`src/rtl/pipe_ctrl_pkg.sv`:
```
// Shared constants for the pipeline hazard/redirect controller:
// pipe-register stage indices, controller FSM states and mask helpers.
package pipe_ctrl_pkg;

  localparam int STG_IF_ID  = 0;
  localparam int STG_ID_EX  = 1;
  localparam int STG_EX_MEM = 2;
  localparam int STG_MEM_WB = 3;
  localparam int NUM_STG    = 4;

  typedef enum logic [1:0] {
    RUN       = 2'd0,
    EXC_HOLD  = 2'd1,
    EXC_FLUSH = 2'd2
  } pipe_state_e;

  // One-hot mask selecting a single pipe register.
  function automatic logic [NUM_STG-1:0] stg_bit(input int unsigned idx);
    stg_bit = 4'b0001 << idx;
  endfunction

  // Mask selecting pipe registers 0 .. idx inclusive (everything upstream of a hazard).
  function automatic logic [NUM_STG-1:0] stg_upto(input int unsigned idx);
    stg_upto = (4'b0001 << (idx + 32'd1)) - 4'b0001;
  endfunction

endpackage

```
`src/rtl/pipe_ctrl_if.sv`:
```
// Hazard request / pipeline control bundle between the pipeline stages
// (master: raises requests, obeys stall/flush/redirect) and pipe_ctrl (slave).
interface pipe_ctrl_if #(
  parameter int ADDR_W = 32
);
  logic              id_stall_req;
  logic              ex_stall_req;
  logic              mem_stall_req;
  logic              br_req;
  logic [ADDR_W-1:0] br_target;
  logic              except_req;
  logic [ADDR_W-1:0] except_target;
  logic [3:0]        stall;
  logic [3:0]        flush;
  logic              redirect_valid;
  logic [ADDR_W-1:0] redirect_pc;

  modport master (
    output id_stall_req, ex_stall_req, mem_stall_req,
    output br_req, br_target, except_req, except_target,
    input  stall, flush, redirect_valid, redirect_pc
  );

  modport slave (
    input  id_stall_req, ex_stall_req, mem_stall_req,
    input  br_req, br_target, except_req, except_target,
    output stall, flush, redirect_valid, redirect_pc
  );
endinterface

```
`src/rtl/pipe_perf_cnt.sv`:
```
// Free-running performance counters for the pipeline controller:
// cycles spent with any pipe register held, and cycles with a fetch redirect.
// Both wrap at 2^32. Only instantiated when PIPE_CTRL_PERF_EN is defined.
module pipe_perf_cnt (
  input  logic        clk,
  input  logic        rst,
  input  logic        stall_any,
  input  logic        redirect,
  output logic [31:0] perf_stall_cyc,
  output logic [31:0] perf_flush_cnt
);

  logic [31:0] stall_cyc_r;
  logic [31:0] flush_cnt_r;

  // Count stall cycles and redirect cycles, wrapping naturally.
  always_ff @(posedge clk) begin
    if (rst) begin
      stall_cyc_r <= 32'd0;
      flush_cnt_r <= 32'd0;
    end else begin
      stall_cyc_r <= stall_any ? stall_cyc_r + 32'd1 : stall_cyc_r;
      flush_cnt_r <= redirect  ? flush_cnt_r + 32'd1 : flush_cnt_r;
    end
  end

  assign perf_stall_cyc = stall_cyc_r;
  assign perf_flush_cnt = flush_cnt_r;

endmodule

```
`src/rtl/pipe_ctrl.sv`:
```
// Pipeline hazard / redirect controller.
// In RUN, hazards resolve combinationally (mem > ex > branch > id) so stalls
// and branch redirects act in the same cycle. An accepted exception walks
// EXC_HOLD (freeze everything) then EXC_FLUSH (bubble everything + redirect).
// Optional feature macro: PIPE_CTRL_PERF_EN adds perf counter outputs.
module pipe_ctrl
  import pipe_ctrl_pkg::*;
#(
  parameter int ADDR_W = 32
) (
  input  logic        clk,
  input  logic        rst,
  pipe_ctrl_if.slave  bus
`ifdef PIPE_CTRL_PERF_EN
  ,
  output logic [31:0] perf_stall_cyc,
  output logic [31:0] perf_flush_cnt
`endif
);

  pipe_state_e       state_r;
  pipe_state_e       state_nxt_s;
  logic [ADDR_W-1:0] exc_pc_r;
  logic              exc_accept_s;
  logic [3:0]        stall_s;
  logic [3:0]        flush_s;
  logic              redir_valid_s;
  logic [ADDR_W-1:0] redir_pc_s;

  // Next-state and control outputs; reset forces everything quiet.
  always_comb begin
    state_nxt_s   = state_r;
    exc_accept_s  = 1'b0;
    stall_s       = 4'b0000;
    flush_s       = 4'b0000;
    redir_valid_s = 1'b0;
    redir_pc_s    = {ADDR_W{1'b0}};
    if (rst) begin
      state_nxt_s = RUN;
    end else begin
      case (state_r)
        RUN: begin
          // An exception cannot enter while the LSU still owns MEM.
          exc_accept_s = bus.except_req && !bus.mem_stall_req;
          if (exc_accept_s) begin
            state_nxt_s = EXC_HOLD;
          end else begin
            state_nxt_s = RUN;
          end
          if (bus.mem_stall_req) begin
            stall_s = stg_upto(STG_EX_MEM);
            flush_s = stg_bit(STG_MEM_WB);
          end else if (bus.ex_stall_req) begin
            stall_s = stg_upto(STG_ID_EX);
            flush_s = stg_bit(STG_EX_MEM);
          end else if (bus.br_req && !exc_accept_s) begin
            // The exception owns the redirect path, so a concurrent branch is dropped.
            flush_s       = stg_upto(STG_ID_EX);
            redir_valid_s = 1'b1;
            redir_pc_s    = bus.br_target;
          end else if (bus.id_stall_req) begin
            stall_s = stg_upto(STG_IF_ID);
            flush_s = stg_bit(STG_ID_EX);
          end else begin
            stall_s = 4'b0000;
            flush_s = 4'b0000;
          end
        end
        EXC_HOLD: begin
          stall_s     = stg_upto(STG_MEM_WB);
          state_nxt_s = EXC_FLUSH;
        end
        EXC_FLUSH: begin
          flush_s       = stg_upto(STG_MEM_WB);
          redir_valid_s = 1'b1;
          redir_pc_s    = exc_pc_r;
          state_nxt_s   = RUN;
        end
        default: begin
          state_nxt_s = RUN;
        end
      endcase
    end
  end

  // FSM state register.
  always_ff @(posedge clk) begin
    if (rst) begin
      state_r <= RUN;
    end else begin
      state_r <= state_nxt_s;
    end
  end

  // Capture the handler entry when the exception is accepted.
  always_ff @(posedge clk) begin
    if (rst) begin
      exc_pc_r <= {ADDR_W{1'b0}};
    end else if (exc_accept_s) begin
      exc_pc_r <= bus.except_target;
    end else begin
      exc_pc_r <= exc_pc_r;
    end
  end

  assign bus.stall          = stall_s;
  assign bus.flush          = flush_s;
  assign bus.redirect_valid = redir_valid_s;
  assign bus.redirect_pc    = redir_pc_s;

`ifdef PIPE_CTRL_PERF_EN
  pipe_perf_cnt u_perf (
    .clk            (clk),
    .rst            (rst),
    .stall_any      (|stall_s),
    .redirect       (redir_valid_s),
    .perf_stall_cyc (perf_stall_cyc),
    .perf_flush_cnt (perf_flush_cnt)
  );
`endif

endmodule
```
`src/flat_wrapper.sv`:
```
// flat-port wrapper written by rule: the top's interface ports become plain ports
module pipe_ctrl_flat import pipe_ctrl_pkg::*;
#(
  parameter int ADDR_W = 32
)
  (clk, rst, bus_id_stall_req, bus_ex_stall_req, bus_mem_stall_req, bus_br_req, bus_br_target, bus_except_req, bus_except_target, bus_stall, bus_flush, bus_redirect_valid, bus_redirect_pc);
  pipe_ctrl_if #(.ADDR_W(ADDR_W)) bus_i ();
  input  logic clk;
  input  logic rst;
  input wire logic [$bits(bus_i.id_stall_req)-1:0] bus_id_stall_req;
  input wire logic [$bits(bus_i.ex_stall_req)-1:0] bus_ex_stall_req;
  input wire logic [$bits(bus_i.mem_stall_req)-1:0] bus_mem_stall_req;
  input wire logic [$bits(bus_i.br_req)-1:0] bus_br_req;
  input wire logic [$bits(bus_i.br_target)-1:0] bus_br_target;
  input wire logic [$bits(bus_i.except_req)-1:0] bus_except_req;
  input wire logic [$bits(bus_i.except_target)-1:0] bus_except_target;
  output wire logic [$bits(bus_i.stall)-1:0] bus_stall;
  output wire logic [$bits(bus_i.flush)-1:0] bus_flush;
  output wire logic [$bits(bus_i.redirect_valid)-1:0] bus_redirect_valid;
  output wire logic [$bits(bus_i.redirect_pc)-1:0] bus_redirect_pc;
  assign bus_i.id_stall_req = bus_id_stall_req;
  assign bus_i.ex_stall_req = bus_ex_stall_req;
  assign bus_i.mem_stall_req = bus_mem_stall_req;
  assign bus_i.br_req = bus_br_req;
  assign bus_i.br_target = bus_br_target;
  assign bus_i.except_req = bus_except_req;
  assign bus_i.except_target = bus_except_target;
  assign bus_stall = bus_i.stall;
  assign bus_flush = bus_i.flush;
  assign bus_redirect_valid = bus_i.redirect_valid;
  assign bus_redirect_pc = bus_i.redirect_pc;
  pipe_ctrl #(.ADDR_W(ADDR_W)) u_core (.clk(clk), .rst(rst), .bus(bus_i));
endmodule
```
`config.mk`:
```
export PLATFORM = sky130hd
export DESIGN_NAME = pipe_ctrl_flat
export DESIGN_NICKNAME = d
export VERILOG_FILES = /design/src/rtl/pipe_ctrl_pkg.sv /design/src/rtl/pipe_ctrl_if.sv /design/src/rtl/pipe_perf_cnt.sv /design/src/rtl/pipe_ctrl.sv /design/src/flat_wrapper.sv
export SDC_FILE = /design/constraint.sdc
export NUM_CORES = 1
export LEC_CHECK = 0
export BUFFER_PORTS_ARGS = -buffer_cell sky130_fd_sc_hd__buf_2
export CAP_MARGIN = 20
export CORE_MARGIN = 2
export CORE_UTILIZATION = 49
export CTS_CLUSTER_DIAMETER = 40
export DETAILED_ROUTE_END_ITERATION = 10
export GPL_TIMING_DRIVEN = 0
export PLACE_DENSITY = 0.82
export RECOVER_POWER = 50
export SLEW_MARGIN = 10
export SYNTH_ARGS = -nofsm -noshare
export SYNTH_HDL_FRONTEND = slang
export SYNTH_HIERARCHICAL = 1
export SYNTH_SLANG_ARGS = --single-unit
```
`constraint.sdc`:
```
create_clock -name clk -period 3.19 [get_ports clk]
set_clock_uncertainty 0.05 [all_clocks]
set_input_delay 0.1595 -clock clk [delete_from_list [all_inputs] [get_ports clk]]
set_output_delay 0.1595 -clock clk [all_outputs]
set_load 0.005 [all_outputs]
```
Word-level counts from Yosys, hierarchy flattened
Cells that the tools add are included.
Storage, ports and cells
  input bits: 71
  output and inout port bits: 41
  bits in registers: 34
  bits in writable memories: 0
  memories: 0
  latch bits: 0
  bits in read-only memories: 0
Operators by class
  reduce and logical (&&, ||, !) cells: 5
  add/subtract/negate cells: 0
  divide/modulo/power cells: 0
  bitwise gates (word level): 0
  equality and inequality tests: 2
  multiply operators: 0
  shifts and indexed selects: 0
  order comparisons: 0
  muxes and demuxes: 26
Operators with widths (number)
  $mux 32: 4
  $pmux 32 s2: 1
  $mux 4: 8
  $pmux 4 s2: 2
  $mux 1: 8
  $pmux 2 s2: 1
  $eq 2x1->1 const B: 1
  $eq 2x2->1 const B: 1
  $logic_and 1x1->1: 2
  $logic_not 1->1: 2
  $logic_not 2->1: 1
  $mux 2: 1
  $pmux 1 s2: 1

Longest topological paths before layout
  word-level depth: 9
  depth in mapped cells: 7

Worst setup path after synthesis
No wires, ideal clock.
  kind: register -> output
  from: reg u_core.state_r[0]
  to: out bus_flush[0]
  required time: 2.980 ns
  arrival: 1.316 ns
  cell stages (with the launch flop): 7
  slack: 1.665 ns
  path buffers: 3
  cells stage by stage: dfxtp_1 -> buf_6 -> nor3_4 -> buf_6 -> nand3b_4 -> a21oi_2 -> buf_4
Between the ends
  longest elaborated chain between the ends: 3
  elaborated cells on any way between the ends: 4
  classes of those cells: eq/ne: 1; mux: 2; reduce/logical: 1
Ends and longest elaborated chain
  start, declared: line pipe_ctrl.sv:21  | pipe_state_e state_r;
  start signal, assigned: line pipe_ctrl.sv:91  | state_r <= state_nxt_s;
  $eq 2x2->1 or $logic_not 2->1 (tied branches): line pipe_ctrl.sv:41  | case (state_r)
  $pmux 4 s2 *: line pipe_ctrl.sv:41
  $mux 4 *: line pipe_ctrl.sv:38  | if (rst) begin
  end, declared: line flat_wrapper.sv:18  | output wire logic [$bits(bus_i.flush)-1:0] bus_flush;
Mark *: on every way between the ends. The rest lies on a longest branch, timed or not.

Worst setup path after layout
  from: reg u_core.state_r[1]
  to: out bus_flush[0]
Same word-level chain as after synthesis.

==> results.py <==
metrics = {
    "power": {
        "ir_drop_mv": 0.221,
        "p_per_area_nw_per_um2": 347,
        "leakagePower_nw": 1.38,
    },
    "yosys": {
        "postSynthCellCount": 210,
        "yosysUniqueCellTypes": 25,
        "synth_warnings": 6,
        "ys_seq_area_share_pct": 32.2,
        "synth_nets": 281,
        "synth_largest_area_cell": "dfxtp_1",
        "synth_area_leaders": "dfxtp_1, mux2_4, a32oi_1, nor2b_1, nor2_1",
        "avgSynthCellArea_um2": 10.1,
        "yosysTopAreaCellShare_pct": 32.2,
        "ys_ff_latch": 34,
        "syn_area_um2": 2110,
    },
    "cells_and_area": {
        "final_cell_mix": "buf_2, dfxtp_1, a32oi_1, nor2_1, nor2b_1",
        "drive_above_1_share_pct": 44.3,
        "nets": 399,
        "fillers": 385,
        "ff_latch_area_um2": 681,
        "diodes": 0,
        "area_growth_syn_to_layout_pct": 27.0,
        "final_common_cell": "buf_2",
        "multi_input_area_um2": 1150,
    },
    "worst_setup_path": {
        "endpoint": "bus_flush[0]",
        "endpoint_kind": "primary output",
        "worstSetupStartpointType": "flip-flop",
        "worstPathCellList": "clkbuf_1, and2b_1, buf_4, buf_2, inv_2, a21oi_2, buf_4, buf_2",
        "rrSetupSlack_ns": 1.33,
        "worst-path-stages": 8,
        "required_ns": 2.98,
        "critPathLaunch": "u_core/state_r[1]",
        "reg2reg_from": "u_core/state_r[1]",
        "max_stage_delay_ns": 0.38,
        "cp_num_buf_inv": 6,
        "slowest_stage": "dfxtp_1",
        "critPathArrivalTime_ns": 2.03,
        "r2r-end": "u_core/exc_pc_r[16]",
        "crit_fanout": 10,
        "worst_r2r_path_depth": 4,
        "cpLargestDelayFamily": "buffers and inverters",
        "worst-setup-path-type": "flip-flop to primary output",
    },
    "cts": {
        "cts_hold_buf": 0,
        "htree_levels": 2,
        "clkTransAtPathRegs_ns": 0.06,
        "cts_tree": "done",
        "clock-sinks": 34,
        "post_cts_resized": 0,
        "cts_root_buf": "clkbuf_8",
        "cts.path.max_buffers": 2,
        "cts_made_buffers": 5,
        "cts_setup_buffers": 0,
        "clock_latency_ns": 0.27,
    },
    "detailed_routing": {
        "m1WireLength_um": 2340,
        "routed.top_layer": "met4",
        "num_vias": 2000,
        "drt_iter0_markers": 99,
        "detail_route.vias_per_cell": 5.31,
        "met2WireLength_um": 2650,
        "post_drt_wl_per_cell_um": 14.3,
        "firstDrtPassIters": 4,
        "finalWirelength_um": 5390,
        "ant_nets": 0,
        "dr_wl_met3_um": 393,
        "drc": 0,
    },
    "floorplanning": {
        "rows": 23,
        "coreArea_um2": 4090,
        "die_w_um": 69.7,
        "die_y_um": 69.7,
        "start_util_pct": 51.7,
        "die_area_um2": 4850,
        "num_io_pins": 112,
    },
    "sta": {
        "hold_violations": 0,
        "maxSlewViolCount": 0,
        "grt_setup_unrepaired": "false",
        "relSlewSlack_pct": 58.1,
        "fin_setup_tns_ns": 0,
        "setup_violations": 0,
        "worst_pin_slew_ns": 0.628,
        "final.period_utilization_pct": 70.1,
        "max_freq_mhz": 447,
        "fin_hold_ws_ns": 0.0394,
        "fin_crit_ns": 2.24,
    },
    "global_route": {
        "grt-ovfl-total": 0,
        "antenna_found_initial": 0,
        "grt_pass1_wl_um": 9120,
        "first_global_vias": 1967,
        "grt_max_degree": 11,
        "grt_use_total_pct": 22.8,
    },
    "place": {
        "place_hpwl_um": 4060,
        "gp_congestion": 0.819,
        "port-buffer-count": 111,
    },
    "flow_run": {
        "maxCapViolations": 0,
    },
    "min_path": {
        "min_path_type": "input pin to flip-flop",
        "hold_path_startpoint": "bus_except_target[23]",
    },
    "run_status": {
        "status": "finished, final reports clean",
    },
}
Yosys cell counts:
| cell type | instances |
|---|---|
| inv_2 | 1 |
| a21boi_0 | 1 |
| nor3_4 | 1 |
| and2b_1 | 9 |
| mux2_2 | 3 |
| a21oi_2 | 2 |
| buf_2 | 9 |
| nor2b_1 | 26 |
| a32oi_1 | 32 |
| nand3b_4 | 1 |
| clkbuf_1 | 2 |
| nor3b_2 | 1 |
| inv_1 | 3 |
| o21ai_0 | 1 |
| o21ai_2 | 1 |
| nand3_2 | 1 |
| nor2_2 | 1 |
| mux2_4 | 29 |
| a21oi_1 | 1 |
| nor3_1 | 9 |
| and2_1 | 2 |
| dfxtp_1 | 34 |
| nor2_1 | 29 |
| buf_6 | 7 |
| buf_4 | 4 |
worst min path at each step:
stage	to	cells after the start	slack, ns
2_1_floorplan	u_core/exc_pc_r[10]	1	0.25
3_3_place_gp	u_core/exc_pc_r[25]	2	0.34
3_5_place_dp	u_core/exc_pc_r[8]	2	0.34
4_1_cts	u_core/exc_pc_r[8]	2	0.05
5_1_grt	u_core/exc_pc_r[21]	2	0.03
6_report	u_core/exc_pc_r[23]	2	0.04
kinds of logic after synthesis:
group                  synth area share, %
buffers and inverters                 8.35
AOI/OAI and AO/OA                     15.3
muxes                                 22.2
DFF                                   32.2
and+or+nand+nor                       21.9
metrics by stage:
stage	instances	utilization, %	instance area (um2)	total power, W	setup WS, ns
floorplan	210	-	2110	0.000577	1.66
global placement	371	66.8	2730	0.000654	1.45
detailed placement	371	66.8	2730	0.000657	1.43
CTS	377	68.8	2810	0.000963	1.13
global route	377	65.6	2680	0.000986	0.814
finish	377	65.6	2680	0.000931	0.953
worst register-to-register path, stage by stage, from the launching register on:
cell      delay [ns]
dfxtp_1         0.34
nor2_1          0.27
nand3_1         0.31
clkbuf_1        0.38
mux2_1          0.41
per-layer routing:
layer | GRT usage (%) | up-vias
met3 | 5.81 | 2
met4 | 4.27 | 0
met1 | 29.2 | 920
li1 | - | 993
met5 | 0 | -
met2 | 39.2 | 85
registers in the layout (all words and copies together), names as in the netlist:
name,cells
u_core/state_r,2
u_core/exc_pc_r,32
cell type report:
class | instances | area share, %
Timing Repair Buffer | 111 | 20.7
Multi-Input combinational cell | 150 | 43.0
Clock buffer | 6 | 3.08
Sequential cell | 34 | 25.4
Buffer | 22 | 4.99
Inverter | 4 | 0.560
Tap cell | 50 | 2.33
power by group:
group | internal (W) | switching, W | leakage [nW]
registers | 0.000448 | 0.0000119 | 0.278
clock network | 0.000166 | 0.000139 | 0.0431
logic | 0.0000862 | 0.0000800 | 1.06
total | 0.000701 | 0.000230 | 1.38
No activity file was read; power rests on OpenSTA's default activity.
